[config.mk]
export PLATFORM = sky130hd
export DESIGN_NAME = mix_columns_serial
export DESIGN_NICKNAME = d
export VERILOG_FILES = /design/src/rtl/aes_pkg.sv /design/src/rtl/mix_single_column.sv /design/src/rtl/mix_columns_serial.sv
export SDC_FILE = /design/constraint.sdc
export NUM_CORES = 1
export LEC_CHECK = 0
export CORE_AREA = 2 2 147 149
export CTS_BUF_LIST = sky130_fd_sc_hd__clkbuf_8
export CTS_CLUSTER_SIZE = 20
export DETAILED_ROUTE_END_ITERATION = 10
export DIE_AREA = 0 0 149 151
export GPL_TIMING_DRIVEN = 0
export PLACE_DENSITY = 0.87
export SYNTH_ARGS = -nofsm -noshare
export SYNTH_HDL_FRONTEND = slang
export SYNTH_HIERARCHICAL = 1
export SYNTH_SLANG_ARGS = --single-unit
[constraint.sdc]
create_clock -name clk -period 2.9 [get_ports clk]
set_input_delay 0.29 -clock clk [delete_from_list [all_inputs] [get_ports clk]]
set_output_delay 0.29 -clock clk [all_outputs]
set_load 0.01 [all_outputs]
[src/rtl/aes_pkg.sv]
// rtl/aes_pkg.sv - AES GF(2^8) helpers and MixColumns FSM state type
package aes_pkg;

    localparam logic [7:0] AES_POLY = 8'h1b;

    typedef enum logic [1:0] {
        IDLE = 2'd0,
        BUSY = 2'd1,
        DONE = 2'd2
    } mc_state_t;

    function automatic logic [7:0] xtime(input logic [7:0] b);
        return {b[6:0], 1'b0} ^ (b[7] ? AES_POLY : 8'h00);
    endfunction

    function automatic logic [7:0] gf_mul2(input logic [7:0] b);
        return xtime(b);
    endfunction

    function automatic logic [7:0] gf_mul3(input logic [7:0] b);
        return xtime(b) ^ b;
    endfunction

    // Column c occupies bits [127-32c -: 32], row 0 in its MSB byte
    function automatic logic [31:0] get_col(input logic [127:0] s, input logic [1:0] c);
        return s[127 - 32*int'(c) -: 32];
    endfunction

endpackage

[src/rtl/mix_single_column.sv]
// rtl/mix_single_column.sv - combinational MixColumns transform of one 32-bit column
module mix_single_column
    import aes_pkg::*;
(
    input  logic [31:0] col,
    output logic [31:0] mixed
);

    logic [7:0] b0, b1, b2, b3;

    assign {b0, b1, b2, b3} = col;

    assign mixed[31:24] = gf_mul2(b0) ^ gf_mul3(b1) ^ b2          ^ b3;
    assign mixed[23:16] = b0          ^ gf_mul2(b1) ^ gf_mul3(b2) ^ b3;
    assign mixed[15:8]  = b0          ^ b1          ^ gf_mul2(b2) ^ gf_mul3(b3);
    assign mixed[7:0]   = gf_mul3(b0) ^ b1          ^ b2          ^ gf_mul2(b3);

endmodule

[src/rtl/mix_columns_serial.sv]
// rtl/mix_columns_serial.sv - column-serial forward AES MixColumns with final-round bypass
module mix_columns_serial
    import aes_pkg::*;
#(
    parameter int COLS_PER_CYCLE = 1
) (
    input  logic         clk,
    input  logic         rst_n,
    input  logic         IN_VALID,
    output logic         IN_READY,
    input  logic [127:0] IN_DATA,
    input  logic         IN_BYPASS,
    output logic         OUT_VALID,
    input  logic         OUT_READY,
    output logic [127:0] MIXED_DATA
);

    generate
        if (!(COLS_PER_CYCLE == 1 || COLS_PER_CYCLE == 2 || COLS_PER_CYCLE == 4)) begin : g_bad_cols
            $error("mix_columns_serial: COLS_PER_CYCLE must be 1, 2 or 4");
        end
    endgenerate

    mc_state_t    state, state_next;
    logic [127:0] work, work_next;
    logic [1:0]   cnt;
    logic         bypass;
    logic         accept;
    logic         last_col;

    logic [1:0]   col_idx [COLS_PER_CYCLE];
    logic [31:0]  col_in  [COLS_PER_CYCLE];
    logic [31:0]  col_out [COLS_PER_CYCLE];

    // With four columns per cycle the 2-bit step truncates to 0, so cnt stays 0
    localparam logic [1:0] STEP     = 2'(COLS_PER_CYCLE);
    localparam logic [1:0] LAST_CNT = 2'(4 - COLS_PER_CYCLE);

    for (genvar g = 0; g < COLS_PER_CYCLE; g++) begin : g_col
        assign col_idx[g] = cnt + 2'(g);
        assign col_in[g]  = get_col(work, col_idx[g]);
        mix_single_column u_mix (
            .col   (col_in[g]),
            .mixed (col_out[g])
        );
    end

    assign IN_READY   = rst_n && (state == IDLE || (state == DONE && OUT_READY));
    assign accept     = IN_VALID && IN_READY;
    assign last_col   = (cnt == LAST_CNT);
    assign OUT_VALID  = (state == DONE);
    assign MIXED_DATA = work;

    always_comb begin
        work_next = work;
        for (int g = 0; g < COLS_PER_CYCLE; g++) begin
            work_next[127 - 32*int'(col_idx[g]) -: 32] = bypass ? col_in[g] : col_out[g];
        end
    end

    always_comb begin
        state_next = state;
        case (state)
            IDLE:    if (accept) state_next = BUSY;
            BUSY:    if (last_col) state_next = DONE;
            DONE:    if (OUT_READY) state_next = IN_VALID ? BUSY : IDLE;
            default: state_next = IDLE;
        endcase
    end

    always_ff @(posedge clk) begin
        if (!rst_n) begin
            state  <= IDLE;
            work   <= '0;
            cnt    <= '0;
            bypass <= 1'b0;
        end else begin
            state <= state_next;
            if (accept) begin
                work   <= IN_DATA;
                bypass <= IN_BYPASS;
                cnt    <= '0;
            end else if (state == BUSY) begin
                work <= work_next;
                cnt  <= cnt + STEP;
            end
        end
    end

endmodule
# After elaboration in Yosys (flattened, before gate mapping)
# Index checks and enable logic that the tools add are counted.
# classes
addsub	3
eq_ne	6
n_shift	3
mux	13
n_bitwise	21
reduce_logical	8
# op_table
operator	count
$mux W128	2
$xor A8 B8 Y8	20
$shift A32 B33 Y159 const A	1
$shiftx A159 B8 Y32	1
$shiftx A32 B33 Y159	1
$bwmux W128	1
$neg A8 Y33	1
$mux W32	1
$mux W5	4
$sub A7 B7 Y8 const A	1
$mux W2	3
$pmux W2 S3	1
$eq A2 B2 Y1 const B	2
$ne A2 B2 Y1 const B	2
$logic_and A1 B1 Y1	3
$reduce_and A3 Y1	1
$add A2 B1 Y2 const B	1
$eq A2 B1 Y1 const B	1
$logic_not A2 Y1	1
$ne A2 B1 Y1 const B	1
$reduce_bool A2 Y1	1
$reduce_or A2 Y1	1
$logic_or A1 B1 Y1	1
$mux W1	1
$not A1 Y1	1
# word_totals
register_bits	133
input_bits	133
out_inout_bits	130
word_cells	58

# Depth between registers and ports, before layout
# logic_depth
ltp_word	13
depth_mapped	11
depth_no_buf	8

# Cells and area by module
# Netlist, hierarchy kept.
# modules_own_cells
module	n_inst	cells_each	area_each_um2	seq_area_each_um2
mix_columns_serial	1	990	8192.9	2662.6
mix_single_column	1	81	1337.5	0.0

# Worst setup path after synthesis
# No wires, ideal clock.
# synth_path
path_kind	register to register
from	register cnt[0]
to	register work[113], in the netlist MIXED_DATA[113]
setup_time_ns	0.117
arrival_ns	2.696
t_required_ns	2.783
slack_ns	0.087
path_stages_with_launch	12
period_less_slack_ns	2.813
path_cell_list	dfxtp_1 > clkbuf_1 > clkbuf_1 > mux2_2 > nor2_1 > a21oi_1 > buf_4 > xor3_2 > xnor3_1 > inv_1 > o221ai_1 > a22o_1
# synth_rtl
item	line	text
start: declaration	mix_columns_serial.sv:26	logic [1:0] cnt;
start signal: assignment	mix_columns_serial.sv:85	cnt <= cnt + STEP;
end signal: assignment	mix_columns_serial.sv:84	work <= work_next;
end: declaration	mix_columns_serial.sv:25	logic [127:0] work, work_next;

# Final worst setup path
# layout_path
from	register cnt[1]
to	register work[21], in the netlist MIXED_DATA[21]
# layout_via
elab_chain_len	13
word_cells_on_any_way	33
cone_classes	add/sub: 2; shift: 3; mux: 8; bitwise: 20
# layout_rtl
item	line	text
$sub A7 B7 Y8 (*)	aes_pkg.sv:26, mix_columns_serial.sv:57	
$shiftx A159 B8 Y32	aes_pkg.sv:26	return s[127 - 32*int'(c) -: 32];
$mux W5	aes_pkg.sv:13	return {b[6:0], 1'b0} ^ (b[7] ? AES_POLY : 8'h00);
$xor A8 B8 Y8	aes_pkg.sv:13	
$xor A8 B8 Y8	aes_pkg.sv:21	return xtime(b) ^ b;
$xor A8 B8 Y8, on equally long branches (3 in series)	mix_single_column.sv:16, mix_single_column.sv:13	
$mux W32	mix_columns_serial.sv:57	work_next[127 - 32*int'(col_idx[g]) -: 32] = bypass ? col_in[g] : col_out[g];
$shiftx A32 B33 Y159	mix_columns_serial.sv:57	
$bwmux W128 (*)	mix_columns_serial.sv:57	
$mux W128 (*)	mix_columns_serial.sv:83	end else if (state == BUSY) begin
$mux W128 (*)	mix_columns_serial.sv:79	if (accept) begin
# Every way passes the cells marked *; elsewhere a longest branch is shown, timed or not. The select of a mux whose other input is x is not followed.
# A chain may end at the register's enable or synchronous reset.

==> results.py <==
metrics = {
    "worst_setup_path": {
        "r2r_end": "MIXED_DATA[21]$_SDFFE_PN0P_",
        "critPathMaxFanout": 10,
        "endpoint": "MIXED_DATA[21]$_SDFFE_PN0P_",
        "ff2ff_setup_slack_ns": 0.03,
        "crit_type": "register to register",
        "crit_path_end_kind": "register",
        "cp.required_ns": 3.30,
        "r2r-start": "cnt[1]$_SDFFE_PP0N_",
        "reg2reg_depth": 5,
        "crit_path_start": "cnt[1]$_SDFFE_PP0N_",
        "cp-start-kind": "register",
        "crit_arrival_ns": 3.27,
    },
    "timing": {
        "hold_violations": 0,
        "fin_crit_sh_pct": 99.0,
        "finClkSkew_ns": 0.0129,
        "max_freq_mhz": 348,
        "tightest_slew_ns": 1.14,
        "setup_viol": 0,
        "grt_setup_unrepaired": "yes",
        "worst_slew_margin_rel_pct": 23.4,
        "period_needed_ns": 2.87,
        "slew_violations": 0,
    },
    "floorplanning": {
        "die_h_um": 151,
        "io_pins": 263,
        "coreArea_sq_mm": 0.0208,
        "num_rows": 53,
        "initial_core_util_pct": 45.8,
        "die_x_um": 149,
        "die_area_sq_mm": 0.0225,
    },
    "pwr": {
        "p_per_area_mw_per_mm2": 820,
        "peakVddDrop_v": 0.000418,
        "leakagePower_nw": 6.46,
        "fin_total_pwr_mw": 11.1,
    },
    "cells_and_area": {
        "areaGrowthSynthToFinish_pct": 42.4,
        "drive_gt1_share_pct": 13.4,
        "fin_nets": 1501,
        "diodes": 0,
        "fin_util_pct": 65.2,
    },
    "routing": {
        "top_layer": "met4",
        "drc": 0,
        "drtIter0Drc": 850,
        "firstDrtPassIters": 6,
        "met3WireLength_mm": 3.10,
        "wl_mm": 34.6,
        "wl_per_cell_um": 21.0,
        "vias": 9394,
        "viasPerCell": 5.69,
        "wl_met2_mm": 16.5,
        "m1WireLength_mm": 13.8,
        "ant_nets": 0,
    },
    "yosys": {
        "synth_cell_type_count": 32,
        "synth-warning-count": 6,
        "synth_area_per_cell_sq_um": 8.90,
        "ys_seq_elements": 133,
        "syn-num-nets": 1208,
        "synth_edf_count": 0,
        "seq_area_frac_synth_pct": 27.9,
        "postSynth.asyncResetShare_pct": 0,
        "synth_flop_cell": "dfxtp_1",
        "synthCells": 1071,
        "syn_area_sq_mm": 0.00953,
    },
    "placed_design": {
        "dp_hpwl_mm": 25.6,
        "portBuffers": 261,
        "place_congestion": 0.953,
    },
    "run": {
        "cap_violations": 0,
    },
    "clock_network": {
        "clk_pin_slew_worst_paths_ns": 0.08,
        "cts_num_sinks": 133,
        "cts_root_buffer": "clkbuf_8",
        "cts_max_level": 4,
        "clock_path_buffers": 2,
        "clk_latency_ns": 0.46,
        "cts_buffers": 17,
        "cts_tree": "built",
    },
    "global_routing": {
        "grt-ovfl-total": 0,
        "grt_use_total_pct": 30.0,
        "grt_pass1_wl_mm": 51.4,
        "antenna_found_initial": 0,
        "grt_max_degree": 17,
        "first_global_vias": 9402,
    },
    "hold_path": {
        "worstHoldStart": "IN_VALID",
        "holdPathStages": 3,
        "hold_path_class": "primary input to register",
    },
    "status": {
        "status": "complete, no violations",
    },
}
==> worst max-delay path: stages, from the launching register on <==
cell	delay, ns
dfxtp_1	0.48
ha_1	0.26
nand3b_1	0.30
nor4_1	0.96
clkbuf_1	0.57
a22o_1	0.26
==> routing by layer <==
metal,vias up,track usage (%)
met5,-,0
met4,0,13.0
met3,97,6.75
met2,537,50.1
met1,4520,37.2
li1,4240,-
==> metrics by stage <==
step | setup TNS [ns] | setup slack, ns | hold WS, ns | instances | instance area (sq um)
2_1_floorplan | 0 | 0.0869 | 0.456 | 1071 | 9530
3_3_place_gp | -47.96 | -0.619 | 0.626 | 1607 | 12500
3_5_place_dp | -53.60 | -0.683 | 0.641 | 1607 | 12500
4_1_cts | -0.160 | -0.0310 | 0.444 | 1648 | 13300
5_1_grt | -0.206 | -0.0543 | 0.501 | 1652 | 13600
6_report | 0 | 0.0279 | 0.472 | 1652 | 13600
==> worst min path at each step <==
stage / to
floorplan: bypass$_SDFFE_PN0P_
global placement: MIXED_DATA[103]$_SDFFE_PN0P_
detailed placement: MIXED_DATA[19]$_SDFFE_PN0P_
CTS: cnt[0]$_SDFFE_PP0N_
global route: cnt[1]$_SDFFE_PP0N_
finish: state[0]$_SDFFE_PN0P_
==> repair_timing <==
action,CTS,global route
pin swaps,9,4
hold buffers,0,0
buffers inserted,9,4
setup endpoints to repair,128,128
resized for setup,68,56
==> cells in the final DEF, fill, tap and decap left out, types with 2 or more instances in the layout <==
cell             synthesis  final
o221ai_1                32     15
buf_4                    3     16
a22o_1                 128    128
o221ai_2                 0     16
xnor2_4                  2      3
nor2_1                  36     36
nor3b_1                  2      2
a21oi_2                  0     21
buf_2                   10      6
xnor2_1                 18      6
bufinv_16                0      4
clkbuf_1                62     52
xor3_1                  10     10
ha_1                     4      4
nand3b_1                 4      4
nand2_1                161    161
xnor3_1                 31     31
mux2i_2                  0      7
dfxtp_1                133    132
mux2_2                  32     32
mux2i_1                161    147
clkbuf_8                 0     22
inv_1                  164    166
clkdlybuf4s50_1          0    261
xor2_2                   0      2
xor2_1                  13     11
clkbuf_2                 1      3
nor2b_1                  4      4
buf_6                   13     16
clkbuf_4                 0      4
and3_1                   3      3
xnor2_2                  0     11
mux2i_4                  0      7
a21oi_1                 35     14
clkinv_2                 0      4
buf_12                   0      3
==> synth_stat cells, drive strengths merged, types with 5 or more instances <==
| library cell | n | area share (%) |
|---|---|---|
| xor2 | 13 | 1.2 |
| nand2 | 161 | 6.3 |
| nor2b | 5 | 0.41 |
| xnor3 | 32 | 7.6 |
| dfxtp | 133 | 28 |
| clkbuf | 63 | 2.5 |
| xor3 | 11 | 2.8 |
| xnor2 | 20 | 2.2 |
| mux2 | 32 | 3.8 |
| nor2 | 36 | 1.4 |
| o221ai | 32 | 2.9 |
| a22o | 128 | 12 |
| inv | 164 | 6.5 |
| a21oi | 35 | 1.8 |
| buf | 26 | 2.3 |
| mux2i | 161 | 17 |
==> registers in the layout, summed over array words and instances, names as in the netlist <==
register	flops
bypass	1
cnt	2
state	2
MIXED_DATA	128
==> power breakdown <==
group	internal (mW)	leakage [nW]	switching, mW	total [mW]
logic	3.61	5.14	3.48	7.09
registers	2.05	1.09	0.205	2.26
clock network	1.02	0.234	0.764	1.78
==> area by class of cell <==
cell class              instances  area (sq um)
clock buffers                  21           289
plain buffers                  89           562
inverters                     164           616
well taps                     275           344
repair buffers                274          2710
flip-flops and latches        133          2660
clock inverters                11           155
fillers                      1651          7250
multi-input cells             685          6230
==> logic make-up after synthesis <==
kind of cell | synth area share, %
buffers and inverters | 11.3
and+or+nand+nor | 9.14
AOI/OAI and AO/OA | 16.7
muxes | 20.7
DFF | 27.9
xor gates and xnor gates | 13.8
adders and majority gates | 0.525
(Power assumes the default switching activity.)
==> patch 1: new RTL, config.mk and constraints unchanged <==
Make the reset (`rst_n`) asynchronous in one clocked block.
--- a/src/rtl/mix_columns_serial.sv
+++ b/src/rtl/mix_columns_serial.sv
@@ -69,5 +69,5 @@
     end
 
-    always_ff @(posedge clk) begin
+    always_ff @(posedge clk or negedge rst_n) begin
         if (!rst_n) begin
             state  <= IDLE;
Function: differs if rst_n is asserted again (counterexample within 4 cycles, from zero or initial values and one cycle with rst_n low); with rst_n held inactive, the same outputs for 4 cycles.
==> patch 1 against the original RTL <==
Clock skew increased by 2.7 ps; routed wire length decreased by 6.3%; non-clock buffer count decreased by 22; synthesized area decreased by 2.2%; setup slack improved by 46 ps; sequential cell count unchanged; design area decreased by 3.5%; maximum frequency increased by 1.6%; critical path depth increased by 5.
Power is left out: the tool's default activity adds up to more than one toggle a clock period on the data nets, which glitch-free logic cannot reach.
==> patch 1: results (changes against the original RTL) <==
Run status
The run finished with clean final reports.

Placement
The placer's final routability congestion estimate was 0.9395 (-1.4%). The detailed placer's ending HPWL was 23,850 um (-7.0%). The setup slack after placement was -435.6 ps (+247.0 ps). The number of port buffers came to 262 (+0.38%).

Route
The number of detailed-routing iterations run before antenna repair is 5 (-1). The average wire per cell in the routed design is 23.19 um (+11%). The routed length on met1 is 13,380 um (-3.2%). The routed length on met3 came to 2760 um (-11%). The number of vias after detailed routing is 8,126 (-13%).

Signal routing reaches up to met4. The routed length on met2 is 15,160 um (-7.8%). The first-iteration detailed-routing DRC count came to 672 (-21%).

Synthesis
In the post-synthesis netlist, the biggest area contributors are dfrtp_1 (36%), a221o_1 (14%), and2_1 (8.7%). The part of the Yosys area used for sequential elements is 35.72% (+7.8 points). By count the netlist is led by dfrtp_1 (133), and2_1 (129), a221o_1 (128).

The number of warnings reported in the yosys synthesis log is 6 (unchanged). The number of synthesized flops with an enable pin is 0 (unchanged). The post-synthesis async set-or-reset flop share is 100.0% (+100 points). The number of library cell types mapped by synthesis is 38 (+19%). In the synthesized netlist the dominant register cell turns out to be dfrtp_1.

The synthesized net count is 964 (-20%).

Min path
The worst min-delay path category is primary input to asynchronous set/reset pin.

Setup path
The critical path's largest stage delay came to 490 ps (-470 ps). The capturing instance or port of the critical path is MIXED_DATA[60]. The minimum setup slack among reg-to-reg paths is 70 ps (+50 ps). On the critical path, the stage with the largest delay is an instance of dfrtp_2. The critical path class is register to register. The number of cells on the worst reg-to-reg path is 10 (+5). The data arrival time of the critical path is 3160 ps (-110 ps). Grouping stages by cell kind, the critical path spends the most delay in XOR/XNOR gates. The maximum net fanout on the critical path came to 10 (unchanged).

The worst reg2reg path startpoint is cnt[1].

GRT
The global routing usage on met3 is 5.542% (-1.2 points). The routing usage on met2 is 46.87% (-3.2 points). The number of global-route vias before repair is 8,404 (-11%). The wire length of the first global-routing pass is 48,890 um (-4.8%). The initial antenna violation count is 0 (unchanged). The met1 track demand over resource came to 38.03% (+0.80 points).

The maximum number of pins on one net before global-route repair was 80 (+63). The global-route usage over all layers is 28.84% (-1.1 points).

Clocking
The clock slew at the register clock pins of the worst setup and hold paths came to 80 ps (about the same). The H-tree depth is 4 (unchanged). The CTS buffer count came to 17 (unchanged).

Clock latency on the worst-skew pair, taken at its later pin, is 450 ps. The cell chosen for the clock root is clkbuf_8. The maximum buffer depth of the clock tree was 2 (unchanged).

Final layout
The share of final-layout standard cells stronger than drive strength 1 is 22.22% (+8.8 points). The antenna diode count was 0 (unchanged). The fill cell instance count of the final layout is 1,638 (-0.79%).

The flip-flop count of the largest register after layout came to 128 (unchanged). The final-stage net count is 1,251 (-17%).

Timing
The transition time of the tightest slew-check pin is 851.6 ps (-287.2 ps). The final critical-path share of the clock period is 97.45% (-1.6 points). The worst clock skew is 15.57 ps (+2.708 ps).
patch 1: final cells by class:
type	instances	area (sq um)	area share (%)
Sequential cell	133	3329	25.42
Clock buffer	18	247.7	1.892
Buffer	72	452.9	3.458
Tap cell	275	344.1	2.627
Multi-Input combinational cell	586	5673	43.32
Inverter	35	133.9	1.022
Timing Repair Buffer	269	2736	20.89
Clock inverter	12	178.9	1.366
patch 1: worst min-delay path by stage:
stage	from	end	cells past startpoint
floorplan	rst_n	MIXED_DATA[0]	0
global placement	MIXED_DATA[96]	MIXED_DATA[96]	1
detailed placement	rst_n	MIXED_DATA[34]	1
CTS	rst_n	MIXED_DATA[34]	3
global route	rst_n	MIXED_DATA[34]	3
finish	rst_n	MIXED_DATA[34]	3
patch 1: timing repair:
item                                    CTS  global route
hold buffers                              2             0
pin swaps                                 0             4
gates resized for setup                  29            40
endpoints found under the setup margin  127           105
endpoints found under the hold margin    57             0
cloned                                    0             1
buffers inserted                          0             3
patch 1: logic make-up after synthesis:
family / synth area share (%)
XOR/XNOR: 13.82
flip-flops: 35.72
adder cells (fa/ha/maj): 0.5372
buffers and inverters: 5.681
AO/OA/AOI/OAI: 21.29
AND/OR/NAND/NOR: 13.78
multiplexers: 9.173
patch 1: per-stage QoR:
stage / cells / hold slack, ps / area (sq um) / TNS [ps] / util, %
after floorplan: 827 / -5.591 / 9316 / 0 / -
after global placement: 1364 / 513.7 / 12280 / -1047020 / 58.99
after detailed placement: 1365 / 298.5 / 12310 / -27620 / 59.13
after CTS: 1397 / 401.5 / 12890 / 0 / 61.90
after global routing: 1400 / 420.4 / 13100 / -36.46 / 62.90
final: 1400 / 397.1 / 13100 / 0 / 62.90
==> patch 2: new RTL, same flow settings <==
Without the edit above. Encoding of `mc_state_t`: now one-hot (3 bits for 3 states).
--- a/src/rtl/aes_pkg.sv
+++ b/src/rtl/aes_pkg.sv
@@ -4,8 +4,8 @@
     localparam logic [7:0] AES_POLY = 8'h1b;
 
-    typedef enum logic [1:0] {
-        IDLE = 2'd0,
-        BUSY = 2'd1,
-        DONE = 2'd2
+    typedef enum logic [2:0] {
+        IDLE = 3'b001,
+        BUSY = 3'b010,
+        DONE = 3'b100
     } mc_state_t;
 
Check against the original RTL: no difference found for any inputs over 4 cycles, from zero or initial values and one cycle with rst_n low; so few cycles prove little.
==> patch 2 against the original RTL <==
Synthesized area fell by 4.6%; routed wire length up 5.2%; design area decreased by 1.6%; clock skew decreased by 3.3 ps; clock power is 6% lower; largest cell class unchanged; sequential cell count increased by 1; power down 31%; the run now ends with negative setup slack left; setup slack got worse by 67 ps; die area unchanged.
==> patch 2: results (changes against the original RTL) <==
Run status
The flow ran to the end, but the final reports show violations. The checks that failed: negative setup slack.

Synthesis
The adder-cell share of the synthesized area is 0.5502% (+0.025 points). The synthesized net count is 1,108 (-8.3%). The part of the Yosys area used for sequential elements is 29.49% (+1.6 points). The share of cell area taken by muxes after synthesis came to 8.047% (-13 points).

The number of library cell types mapped by synthesis is 41 (+28%). Counting instances in the post-synthesis netlist gives the leading cell types as dfxtp_1 (134), nand2_1 (132), nand3_1 (129). The post-synthesis xor/xnor area fraction was 14.42% (+0.66 points).

The average instance area after synthesis is 9.368 sq um (+5.3%). The number of warnings reported in the yosys synthesis log is 6 (unchanged). By area the synthesized netlist is led by dfxtp_1 (29%), o221ai_1 (12%), xnor3_1 (7.7%). The post-synthesis async set-or-reset flop share is 0% (unchanged). The synthesized-area fraction occupied by ao, oa, aoi and oai cells is 20.14% (+3.4 points).

GRT
The wire length of the first global-routing pass was 54,580 um (+6.3%). The met1 track demand over resource is 40.04% (+2.8 points). The global routing usage on met3 is 6.988% (+0.24 points).

The routing usage on met2 is 52.40% (+2.3 points). The initial antenna violation count is 0 (unchanged). The global-route usage over all layers is 31.69% (+1.7 points). The maximum number of pins on one net before global-route repair is 20 (+3).

Final layout
The final-stage net count came to 1,425 (-5.1%). The antenna diode count is 0 (unchanged). The share of final-layout standard cells stronger than drive strength 1 is 23.94% (+11 points). The flip-flop count of the largest register after layout is 128 (unchanged).

The fill cell instance count of the final layout is 1,670 (+1.2%).

Timing
The setup violation total in the final timing report is 7 (+7). The slack of the critical path came to -39.31 ps (-67.23 ps). The worst max-slew margin expressed relative to the limit was 44.83% (+21 points). The worst clock skew is 9.604 ps (-3.259 ps).

Placement
The detailed placer's ending HPWL was 26,870 um (+4.8%). The placer's final routability congestion estimate is 0.9513 (-0.14%). The number of port buffers was 262 (+0.38%). The instance area after placement was 12,060 sq um (-3.4%). The total placed cells including tap cells came to 1,508 (-6.2%).

Route
The first-iteration detailed-routing DRC count came to 867 (+2.0%). The number of detailed-routing iterations run before antenna repair was 5 (-1). The wire length after detailed routing was 36,430 um (+5.2%). The number of vias after detailed routing is 9,741 (+3.7%). The via-per-instance ratio is 6.189 (+8.8%).

Setup path
The data arrival time of the critical path is 3280 ps (about the same). The maximum net fanout on the critical path was 7 (-3).

Clocking
The H-tree depth is 4 (unchanged). The clock slew at the register clock pins of the worst setup and hold paths is 70 ps. The CTS buffer count is 17 (unchanged).

The maximum buffer depth of the clock tree is 2 (unchanged). The source-to-sink clock delay at the later pin of the worst-skew pair is 480 ps (+20 ps). The cell chosen for the clock root is clkbuf_8.

Power
The static leakage came to 5.178 nW (-20%). The peak supply drop is 0.3652 mV (-13%).

Min path
The worst min-delay path category is primary input to register.
[patch 2: changes by cell type in the layout (fill, tap and decap cells not counted), moves of 21 or more]
| cell | delta |
|---|---|
| inv_1 | -160 |
| buf_2 | +27 |
| a22o_1 | -128 |
| nor2_2 | +27 |
| o221ai_1 | +108 |
| clkbuf_1 | -21 |
| mux2i_1 | -147 |
| nand3_1 | +129 |
| nor2b_1 | +29 |
| buf_4 | +26 |
| mux2_2 | +21 |
| nand2_1 | -29 |
| a21oi_2 | -21 |
[patch 2: area by class of cell]
type | instances | share of cell area [%]
buffer | 98 | 5.100
multi-input combinational | 731 | 47.00
clock buffer | 20 | 2.062
tap | 275 | 2.578
sequential | 134 | 20.13
inverter | 5 | 0.1781
timing repair buffer | 301 | 21.97
clock inverter | 10 | 0.9843
[patch 2: routing by layer]
metal | vias up | wire length (um) | share of wire [%]
met5 | - | 0 | 0
met3 | 105 | 3694 | 10
li1 | 4247 | - | -
met4 | 0 | 1262 | 3.5
met2 | 728 | 17310 | 48
met1 | 4661 | 14160 | 39
[patch 2: where the power goes]
group | leakage, nW | switching [mW] | internal, mW
clock network | 0.209 | 0.784 | 0.901
registers | 1.09 | 0.152 | 2.01
logic | 3.88 | 1.86 | 1.93
[patch 2: logic make-up (layout without fill, tap and decap cells)]
kind of cell	after synthesis	in the layout
XOR/XNOR	76	76
multiplexers	64	64
buffers and inverters	106	434
AO/OA/AOI/OAI	178	178
AND/OR/NAND/NOR	409	409
adder cells (fa/ha/maj)	4	4
flip-flops	134	134
[patch 2: final timing paths]
kind / cells after the start / to / start / slack, ps
worst max-delay path: 14 / MIXED_DATA[35] / cnt[0] / -40
worst min-delay path: 3 / MIXED_DATA[81] / IN_DATA[81] / 430
worst max register to register: 14 / MIXED_DATA[35] / cnt[0] / -40
worst min register to register: 2 / MIXED_DATA[17] / MIXED_DATA[17] / 520
[patch 2: worst max-delay path, stage by stage, from the launching register on]
cell,delay [ps]
dfxtp_4,360
buf_12,150
buf_12,140
buf_12,130
mux2_4,330
nor2_1,120
nor2_1,80
buf_6,160
xnor2_4,250
buf_4,150
xnor3_1,230
nor2b_1,160
a221oi_2,200
buf_4,190
o221ai_1,150
[patch 2: repair_timing]
item                                    in CTS  in global routing
setup buffers                               18                 20
endpoints found under the setup margin     129                120
pin swaps                                   16                 35
gates resized for setup                     72                 71
gates cloned                                 0                  1
[patch 2: stage by stage]
step                      TNS, ps  util [%]  setup slack, ps  power (mW)
after CTS                  -61.12     61.87           -27.92       7.307
after floorplan                 0         -            9.391       4.297
after global placement     -50770     57.93           -607.3       5.386
after global routing        -1495     64.10           -87.74       7.886
after detailed placement   -54250     57.93           -620.8       5.431
final                      -163.2     64.10           -39.31       7.630
